File: src/rtl/cu_pkg.sv
// Shared types and instruction-field layout for the multicycle control unit.
// Field positions are functions of register-index and data widths so every user agrees on them.
package cu_pkg;

    typedef enum logic [2:0] {
        ST_RESET      = 3'd0,
        ST_FETCH      = 3'd1,
        ST_DECODE     = 3'd2,
        ST_EXECUTE    = 3'd3,
        ST_MEM_ACCESS = 3'd4,
        ST_WRITE_BACK = 3'd5,
        ST_FAULT      = 3'd6
    } state_t;

    localparam logic [1:0] TYPE_NOP   = 2'b00;
    localparam logic [1:0] TYPE_STD   = 2'b01;
    localparam logic [1:0] TYPE_LOAD  = 2'b10;
    localparam logic [1:0] TYPE_STORE = 2'b11;

    localparam logic [3:0] OPCODE_IDLE = 4'b1111;
    localparam int         OPCODE_W    = 4;

    // Instruction layout, MSB first: {type, rd, rs1, rs2, offset, opcode}
    function automatic int offset_lsb();
        return OPCODE_W;
    endfunction

    function automatic int rs2_lsb(input int data_width);
        return OPCODE_W + data_width;
    endfunction

    function automatic int rs1_lsb(input int ra_bits, input int data_width);
        return OPCODE_W + data_width + ra_bits;
    endfunction

    function automatic int rd_lsb(input int ra_bits, input int data_width);
        return OPCODE_W + data_width + 2 * ra_bits;
    endfunction

    function automatic int type_lsb(input int ra_bits, input int data_width);
        return OPCODE_W + data_width + 3 * ra_bits;
    endfunction

endpackage

File: src/rtl/cu_regfile.sv
// NUM_REGS x DATA_WIDTH register file: two asynchronous read ports, one synchronous write port.
// Resets each entry to its own index; optionally hardwires entry 0 to zero.
module cu_regfile
    import cu_pkg::*;
#(
    parameter  int DATA_WIDTH = 8,
    parameter  int NUM_REGS   = 4,
    parameter  int R0_ZERO    = 0,
    localparam int RA_BITS    = $clog2(NUM_REGS)
) (
    input  logic                  clk,
    input  logic                  rst,
    input  logic [RA_BITS-1:0]    raddr1,
    input  logic [RA_BITS-1:0]    raddr2,
    output logic [DATA_WIDTH-1:0] rdata1,
    output logic [DATA_WIDTH-1:0] rdata2,
    input  logic                  wr_en,
    input  logic [RA_BITS-1:0]    waddr,
    input  logic [DATA_WIDTH-1:0] wdata
);

    logic [DATA_WIDTH-1:0] regs [NUM_REGS];
    logic                  wr_blocked;

    assign wr_blocked = (R0_ZERO != 0) && (waddr == '0);

    always_ff @(posedge clk or negedge rst) begin
        if (!rst) begin
            for (int i = 0; i < NUM_REGS; i++) begin
                regs[i] <= DATA_WIDTH'(i);
            end
        end else if (wr_en && !wr_blocked) begin
            regs[waddr] <= wdata;
        end
    end

    assign rdata1 = ((R0_ZERO != 0) && (raddr1 == '0)) ? '0 : regs[raddr1];
    assign rdata2 = ((R0_ZERO != 0) && (raddr2 == '0)) ? '0 : regs[raddr2];

endmodule

File: src/rtl/cu_multicycle.sv
// Parametrised multicycle control unit: accepts instructions over valid/ready, sequences
// std_op/loadR/storeR through the datapath, waits on memory, and faults on a memory timeout.
module cu_multicycle
    import cu_pkg::*;
#(
    parameter  int DATA_WIDTH  = 8,
    parameter  int NUM_REGS    = 4,
    parameter  int MEM_TIMEOUT = 15,
    parameter  int R0_ZERO     = 0,
    localparam int RA_BITS     = $clog2(NUM_REGS),
    localparam int INSTR_WIDTH = 2 + 3 * RA_BITS + DATA_WIDTH + 4
) (
    input  logic                   clk,
    input  logic                   rst,
    input  logic [INSTR_WIDTH-1:0] instr,
    input  logic                   instr_valid,
    output logic                   instr_ready,
    input  logic [DATA_WIDTH-1:0]  result2,
    input  logic                   mem_ready,
    output logic [DATA_WIDTH-1:0]  operand1,
    output logic [DATA_WIDTH-1:0]  operand2,
    output logic [DATA_WIDTH-1:0]  offset,
    output logic [3:0]             opcode,
    output logic                   sel1,
    output logic                   sel3,
    output logic                   w_r,
    output logic                   retire,
    output logic                   fault
);

    localparam int OFF_LSB  = offset_lsb();
    localparam int RS2_LSB  = rs2_lsb(DATA_WIDTH);
    localparam int RS1_LSB  = rs1_lsb(RA_BITS, DATA_WIDTH);
    localparam int RD_LSB   = rd_lsb(RA_BITS, DATA_WIDTH);
    localparam int TYPE_LSB = type_lsb(RA_BITS, DATA_WIDTH);

    localparam int CNT_W = (MEM_TIMEOUT > 1) ? $clog2(MEM_TIMEOUT) : 1;
    localparam logic [CNT_W-1:0] WAIT_LAST = CNT_W'((MEM_TIMEOUT > 0) ? MEM_TIMEOUT - 1 : 0);

    state_t                  state;
    logic [INSTR_WIDTH-1:0]  instr_q;
    logic [INSTR_WIDTH-1:0]  cur;
    logic [1:0]              cur_type;
    logic [RA_BITS-1:0]      cur_rd;
    logic [RA_BITS-1:0]      cur_rs1;
    logic [RA_BITS-1:0]      cur_rs2;
    logic [DATA_WIDTH-1:0]   cur_offset;
    logic [3:0]              cur_opcode;
    logic [RA_BITS-1:0]      raddr2;
    logic [DATA_WIDTH-1:0]   rdata1;
    logic [DATA_WIDTH-1:0]   rdata2;
    logic                    wr_en;
    logic                    upd;
    logic [CNT_W-1:0]        wait_cnt;

    // The instruction being accepted this edge is decoded straight from the input port
    assign cur        = (state == ST_FETCH) ? instr : instr_q;
    assign cur_type   = cur[TYPE_LSB +: 2];
    assign cur_rd     = cur[RD_LSB +: RA_BITS];
    assign cur_rs1    = cur[RS1_LSB +: RA_BITS];
    assign cur_rs2    = cur[RS2_LSB +: RA_BITS];
    assign cur_offset = cur[OFF_LSB +: DATA_WIDTH];
    assign cur_opcode = cur[3:0];

    assign raddr2      = (cur_type == TYPE_STD) ? cur_rs2 : cur_rd;
    assign wr_en       = (state == ST_WRITE_BACK);
    assign instr_ready = (state == ST_FETCH);

    cu_regfile #(
        .DATA_WIDTH (DATA_WIDTH),
        .NUM_REGS   (NUM_REGS),
        .R0_ZERO    (R0_ZERO)
    ) u_regfile (
        .clk    (clk),
        .rst    (rst),
        .raddr1 (cur_rs1),
        .raddr2 (raddr2),
        .rdata1 (rdata1),
        .rdata2 (rdata2),
        .wr_en  (wr_en),
        .waddr  (cur_rd),
        .wdata  (result2)
    );

    // Edges that enter DECODE, EXECUTE, MEM_ACCESS or a load's WRITE_BACK refresh the datapath controls
    always_comb begin
        upd = 1'b0;
        case (state)
            ST_FETCH:               upd = instr_valid && (cur_type != TYPE_NOP);
            ST_DECODE, ST_EXECUTE:  upd = 1'b1;
            ST_MEM_ACCESS:          upd = mem_ready && (cur_type == TYPE_LOAD);
            default:                upd = 1'b0;
        endcase
    end

    always_ff @(posedge clk or negedge rst) begin
        if (!rst) begin
            state    <= ST_RESET;
            instr_q  <= '0;
            wait_cnt <= '0;
            operand1 <= '0;
            operand2 <= '0;
            offset   <= '0;
            opcode   <= OPCODE_IDLE;
            sel1     <= 1'b0;
            sel3     <= 1'b0;
            w_r      <= 1'b0;
            retire   <= 1'b0;
            fault    <= 1'b0;
        end else begin
            retire <= 1'b0;
            case (state)
                ST_RESET: state <= ST_FETCH;
                ST_FETCH: begin
                    if (instr_valid) begin
                        instr_q <= instr;
                        if (cur_type == TYPE_NOP) begin
                            retire <= 1'b1;
                        end else begin
                            state <= ST_DECODE;
                        end
                    end
                end
                ST_DECODE: state <= ST_EXECUTE;
                ST_EXECUTE: begin
                    if (cur_type == TYPE_STD) begin
                        state <= ST_WRITE_BACK;
                    end else begin
                        state    <= ST_MEM_ACCESS;
                        wait_cnt <= '0;
                        w_r      <= (cur_type == TYPE_STORE);
                    end
                end
                ST_MEM_ACCESS: begin
                    // A completing access wins over a timeout in the same cycle
                    if (mem_ready) begin
                        w_r <= 1'b0;
                        if (cur_type == TYPE_LOAD) begin
                            state <= ST_WRITE_BACK;
                        end else begin
                            state  <= ST_FETCH;
                            retire <= 1'b1;
                        end
                    end else if ((MEM_TIMEOUT != 0) && (wait_cnt == WAIT_LAST)) begin
                        state <= ST_FAULT;
                        fault <= 1'b1;
                        w_r   <= 1'b0;
                    end else begin
                        wait_cnt <= wait_cnt + 1'b1;
                    end
                end
                ST_WRITE_BACK: begin
                    state  <= ST_FETCH;
                    retire <= 1'b1;
                end
                ST_FAULT: begin
                    fault <= 1'b1;
                    w_r   <= 1'b0;
                end
                default: begin
                    state  <= ST_RESET;
                    w_r    <= 1'b0;
                    sel1   <= 1'b0;
                    sel3   <= 1'b0;
                    opcode <= OPCODE_IDLE;
                end
            endcase

            if (upd) begin
                operand1 <= rdata1;
                operand2 <= rdata2;
                offset   <= cur_offset;
                opcode   <= cur_opcode;
                sel1     <= (cur_type == TYPE_STD);
                sel3     <= (cur_type != TYPE_STD);
            end
        end
    end

endmodule
File: config.mk
export PLATFORM = sky130hd
export DESIGN_NAME = cu_multicycle
export DESIGN_NICKNAME = d
export VERILOG_FILES = /design/src/rtl/cu_pkg.sv /design/src/rtl/cu_regfile.sv /design/src/rtl/cu_multicycle.sv
export SDC_FILE = /design/constraint.sdc
export NUM_CORES = 1
export LEC_CHECK = 0
export BUFFER_PORTS_ARGS = -buffer_cell sky130_fd_sc_hd__buf_2
export CORE_MARGIN = 2
export CORE_UTILIZATION = 40
export CTS_CLUSTER_SIZE = 20
export DETAILED_ROUTE_END_ITERATION = 8
export PLACE_DENSITY_LB_ADDON = 0.2
export SYNTH_ARGS = -nofsm -noshare
export SYNTH_HDL_FRONTEND = slang
export SYNTH_SLANG_ARGS = --single-unit
File: constraint.sdc
create_clock -name clk -period 2.82 [get_ports clk]
set_input_delay 0.705 -clock clk [delete_from_list [all_inputs] [get_ports clk]]
set_output_delay 0.705 -clock clk [all_outputs]
set_load 0.01 [all_outputs]
==> metrics.csv, run 1 <==
metric,value,unit
status,finished clean,
CP required,2.12,ns
first-pass GRT wire length,16.2,mm
final critical-path required period,2.69,ns
CTS tree,yes,
die area,12100,sq um
area taken by multi-input logic gates,2060,sq um
Mapped Avg Cell Area,11.8,sq um
worst vdd ir,0.000554,V
initial antenna violation count,0,
cell count after synthesis,380,
num rows,38,
core area,10900,sq um
area grow syn2layout,16.6,%
slew at the pin closest to its max-slew limit,0.610,ns
clk buf depth,2,
Wirelength per Cell,16.7,um
Fin Setup TNS,0,ns
Setup Viol. Count Final,0,
Placed Cells incl. Taps,581,
Post CTS Setup Buffer Count,0,
Synth Flop Type,dfrtp_1,
layout cells sized above 1,39.4,%
Remaining DRCs,0,
H-tree lvl count,3,
CP max-delay cell,dfrtp_1,
Hold Buf Count CTS,0,
total grt overflow,0,
"Seq/Total Area, Yosys",51.4,%
RSZ-0062 raised after global routing,false,
most frequent cells in the layout,"84 x dfrtp_1, 64 x buf_2, 60 x mux2_2",
CP max FO,13,
post-CTS sizing,0,
asr flop ratio synth,100,%
largest net degree at the start of global routing,63,
max-slew violation count,0,
Hold Fails Final Rpt,0,
Post-Layout Cell Count,597,
critical path endpoint category,primary output,
synthesized area,4500,sq um
startpoint types,flip-flop,
Root Buffer,clkbuf_8,
Inserted Clock Buffers,9,
final worst path period share,95.6,%
"Reg clk slew, reported paths",0.09,ns
vias per std cell,5.29,
Register Area,2310,sq um
Initial Utilization,41.3,%
Final nets,486,
Worst R2R End,operand2[7]$_DFFE_PN0P_,
Vias,3156,
final WL,9.94,mm
Fmax,371,MHz
I/O pin count,66,
die width,110,um
Total Routing Usage GR,18.0,%
Slew headroom,59.2,%
drt first pass iters,4,
placer congestion estimate,0.780,
"most common cell after layout, fill and taps aside",dfrtp_1,
reg2reg path depth,6,
Reg-to-Reg Start,state[2]$_DFFE_PN0P_,
PwrDens,1270,nW/um^2
Worst Skew,0.0130,ns
R2R Setup Slk,0.50,ns
MaxCap Viol Count,0,
post-DP HPWL,6.81,mm
post-route ant nets,0,
Hold/Removal Path Class,input pin to asynchronous set/reset pin,
Ant. Diodes,0,
Initial DRC Count,142,
crit-path cells,"or3b_1, inv_2, buf_4, buf_2",
crit path DAT,1.99,ns
Post-synth EDFFs,0,
Sink Count,92,
leakage,2.39,nW
clock latency on the worst-skew pair,0.37,ns
Netlist cell types,46,
synth warn,0,
Mapped Nets,414,
critical path class,flip-flop to primary output,
number of synthesized register bits,92,
Fillers,1025,
"Largest stage delay, worst path",0.51,ns
Die Y-Extent,110,um
number of global-route vias before repair,3259,
PortBufs,65,
[registers in the layout, indices dropped and copies added, names as in the netlist]
register	flops
state	3
operand2	8
opcode	4
instr_q	20
operand1	8
retire	1
u_regfile.regs	32
sel3	1
fault	1
offset	8
sel1	1
w_r	1
wait_cnt	4
[synth_stat cells, types with 2 or more instances]
library cell	count	area, sq um
mux2i_1	27	270
and2_1	5	31.3
o21ai_0	17	85.1
nand3b_1	3	22.5
and3b_1	2	17.5
nor2_1	12	45.0
o21ai_2	8	70.1
clkbuf_1	8	30.0
a21oi_1	10	50.1
dfrtp_1	84	2100
buf_6	2	22.5
nor3_1	2	10.0
nand3_1	4	20.0
a211oi_1	22	165
mux2_2	60	676
nor2b_1	2	12.5
ha_1	2	25.0
o21bai_1	2	15.0
nand2_1	38	143
o31ai_1	8	60.1
and3_1	16	100
buf_2	8	40.0
a22oi_1	2	15.0
dfstp_2	8	210
nand2b_1	4	25.0
inv_1	4	15.0
[per-layer routing]
metal  global-route usage (%)  share of wire [%]  vias up
met3                     3.41                4.4       12
met4                     8.41                1.9        0
met2                     29.0                 47       60
met5                        0                  0        -
met1                     23.3                 47     1547
li1                         -                  -     1537
[how the worst max path moves through the flow]
stage | startpoint | to | slack [ns] | depth (start not counted)
3_3_place_gp | mem_ready | sel1$_DFFE_PN0P_ | 0.42 | 7
4_1_cts | state[2]$_DFFE_PN0P_ | instr_ready | 0.12 | 4
5_1_grt | state[2]$_DFFE_PN0P_ | instr_ready | 0.02 | 4
6_report | state[2]$_DFFE_PN0P_ | instr_ready | 0.13 | 4
2_1_floorplan | mem_ready | operand2[2]$_DFFE_PN0P_ | 0.75 | 7
3_5_place_dp | mem_ready | sel1$_DFFE_PN0P_ | 0.38 | 7
[cell type report]
| type | instances | share of cell area [%] |
|---|---|---|
| Inverter | 5 | 0.358 |
| Clock inverter | 4 | 1.38 |
| Timing Repair Buffer | 81 | 8.79 |
| Tap cell | 140 | 3.34 |
| Multi-Input combinational cell | 263 | 39.2 |
| Sequential cell | 92 | 44.1 |
| Clock buffer | 12 | 2.77 |
[critical path: cells and delay by family, from the launching register on]
| family | cells | cell delay, ns |
|---|---|---|
| buffers and inverters | 3 | 0.65 |
| flip-flops | 1 | 0.51 |
| AND/OR/NAND/NOR | 1 | 0.45 |
[cell families after synthesis]
logic type,count (synthesis),synth area share [%]
adder cells (fa/ha/maj),2,0.557
AO/OA/AOI/OAI,76,12.0
buffers and inverters,25,3.09
flip-flops,92,51.4
multiplexers,89,21.8
AND/OR/NAND/NOR,96,11.1
[power breakdown]
part / leakage, nW / switching (W) / total (W) / internal (W)
logic: 1.17 / 0.00168 / 0.00322 / 0.00154
clock network: 0.107 / 0.000456 / 0.000979 / 0.000523
registers: 1.11 / 0.000428 / 0.00244 / 0.00201
total: 2.39 / 0.00257 / 0.00664 / 0.00407
[metrics by stage]
step	worst slack, ns	hold slack [ns]	instance area (sq um)	utilization (%)	total power, W
finish	0.125	0.263	5240	48.1	0.00664
global placement	0.421	0.450	5020	46.1	0.00565
CTS	0.119	0.262	5240	48.1	0.00674
detailed placement	0.384	0.458	5020	46.1	0.00575
floorplan	0.749	0.409	4500	-	0.00480
global route	0.0180	0.272	5240	48.1	0.00721
Power figures use the tool's default switching activity.
==> run 2, diff against run 1 <==
--- a/config.mk
+++ b/config.mk
@@ -6,6 +6,8 @@
 export NUM_CORES = 1
 export LEC_CHECK = 0
 export BUFFER_PORTS_ARGS = -buffer_cell sky130_fd_sc_hd__buf_2
+export CELL_PAD_IN_SITES_DETAIL_PLACEMENT = 1
+export CELL_PAD_IN_SITES_GLOBAL_PLACEMENT = 1
 export CORE_MARGIN = 2
 export CORE_UTILIZATION = 40
 export CTS_CLUSTER_SIZE = 20
==> run 2 against run 1 <==
  * Maximum frequency rose by 19%
  * Global-route usage rose by 0.69 points
  * Die area did not move
  * Highest routed layer unchanged
==> metrics.csv, run 2 (synthesized netlist as in run 1, its figures left out) <==
metric,value,unit
placer congestion estimate,0.762,
Setup Viol. Count Final,0,
Root Buffer,clkbuf_8,
met3 GRT Util,4.41,%
post-route ant nets,0,
drt first pass iters,4,
final core utilization,48.1,%
die width,110,um
H-tree lvl count,3,
Wirelength per Cell,18.0,um
initial antenna violation count,0,
Ant. Diodes,0,
Fin Setup TNS,0,ns
M2 GR Usage,29.2,%
Worst Skew,0.0103,ns
Top Registers,"u_regfile.regs: 32 flops, instr_q: 20 flops",
Final nets,484,
GR peak layer,met2,
Remaining DRCs,0,
Total Routing Usage GR,18.7,%
total grt overflow,0,
"most common cell after layout, fill and taps aside",dfrtp_1,
final critical-path required period,2.27,ns
num rows,38,
Largest Register,u_regfile.regs,
Vias,3202,
critical path endpoint category,primary output,
final WL,10.7,mm
most frequent cells in the layout,"84 x dfrtp_1, 64 x buf_2, 60 x mux2_2",
CP required,2.12,ns
final worst path period share,80.4,%
met1 Use GR,25.2,%
Inserted Clock Buffers,9,
MaxCap Viol Count,0,
slew at the pin closest to its max-slew limit,0.861,ns
Hold Buf Count CTS,0,
Hold/Removal Path Class,input pin to asynchronous set/reset pin,
layout cells sized above 1,39.3,%
number of flip-flops in the largest register,32,
area grow syn2layout,16.6,%
post-CTS sizing,0,
first-pass GRT wire length,16.8,mm
clock latency on the worst-skew pair,0.37,ns
PortBufs,65,
CTS tree,yes,
Die Y-Extent,110,um
total chip power,0.00674,W
"Reg clk slew, reported paths",0.10,ns
crit path DAT,1.56,ns
Fmax,441,MHz
Initial Utilization,41.3,%
worst vdd ir,0.000505,V
leakage,2.39,nW
post-DP HPWL,7.31,mm
status,finished clean,
CP max FO,9,
largest net degree at the start of global routing,60,
die area,12100,sq um
Sink Count,92,
Post-Layout Cell Count,595,
core area,10900,sq um
I/O pin count,66,
vias per std cell,5.38,
Hold Fails Final Rpt,0,
number of global-route vias before repair,3211,
Placed Cells incl. Taps,579,
Initial DRC Count,122,
Post CTS Setup Buffer Count,0,
Slew headroom,41.0,%
critical path class,flip-flop to primary output,
PwrDens,1290,nW/um^2
startpoint types,flip-flop,
max-slew violation count,0,
RSZ-0062 raised after global routing,false,
clk buf depth,2,
-- run 2: metrics by stage --
step	hold slack [ns]	setup slack [ns]	instance area, sq um
after detailed placement	0.452	0.302	5020
after global routing	0.322	0.439	5240
after floorplan	0.409	0.749	4500
after global placement	0.445	0.370	5020
after CTS	0.310	0.520	5240
final	0.304	0.553	5240
-- run 2: worst paths after layout --
kind	start	endpoint	slack, ns	cells past startpoint
setup / recovery	state[2]$_DFFE_PN0P_	instr_ready	0.55	3
hold / removal	rst	offset[5]$_DFFE_PN0P_	0.30	1
hold reg to reg	fault$_DFFE_PN0P_	fault$_DFFE_PN0P_	0.47	1
setup reg to reg	state[0]$_DFFE_PN0P_	sel1$_DFFE_PN0P_	0.64	7
max in group asynchronous	rst	opcode[0]$_DFFE_PN1P_	1.80	2
min in group clk	fault$_DFFE_PN0P_	fault$_DFFE_PN0P_	0.47	1
-- run 2: layer usage --
layer  routed length [um]  vias to the layer above
met5                    0                        -
met1                 5090                     1598
met4                  201                        0
li1                     -                     1521
met2                 4920                       67
met3                  512                       16
-- run 2: area by class of cell --
cell class	instances	area [sq um]
Clock inverter	6	95.1
Clock buffer	10	128
Tap cell	140	175
Fill cell	1208	5650
Sequential cell	92	2310
Inverter	5	18.8
Timing Repair Buffer	79	458
Multi-Input combinational cell	263	2060
-- run 2: power breakdown --
part	total [W]	internal, W	switching (W)
Sequential	0.00244	0.00201	0.000428
Clock	0.00100	0.000509	0.000492
Combinational	0.00330	0.00155	0.00174
-- run 2: critical path, cell delays in order (launching register included) --
cell and delay, ns:
dfrtp_1 0.39, or3b_1 0.43, inv_2 0.20, buf_2 0.18
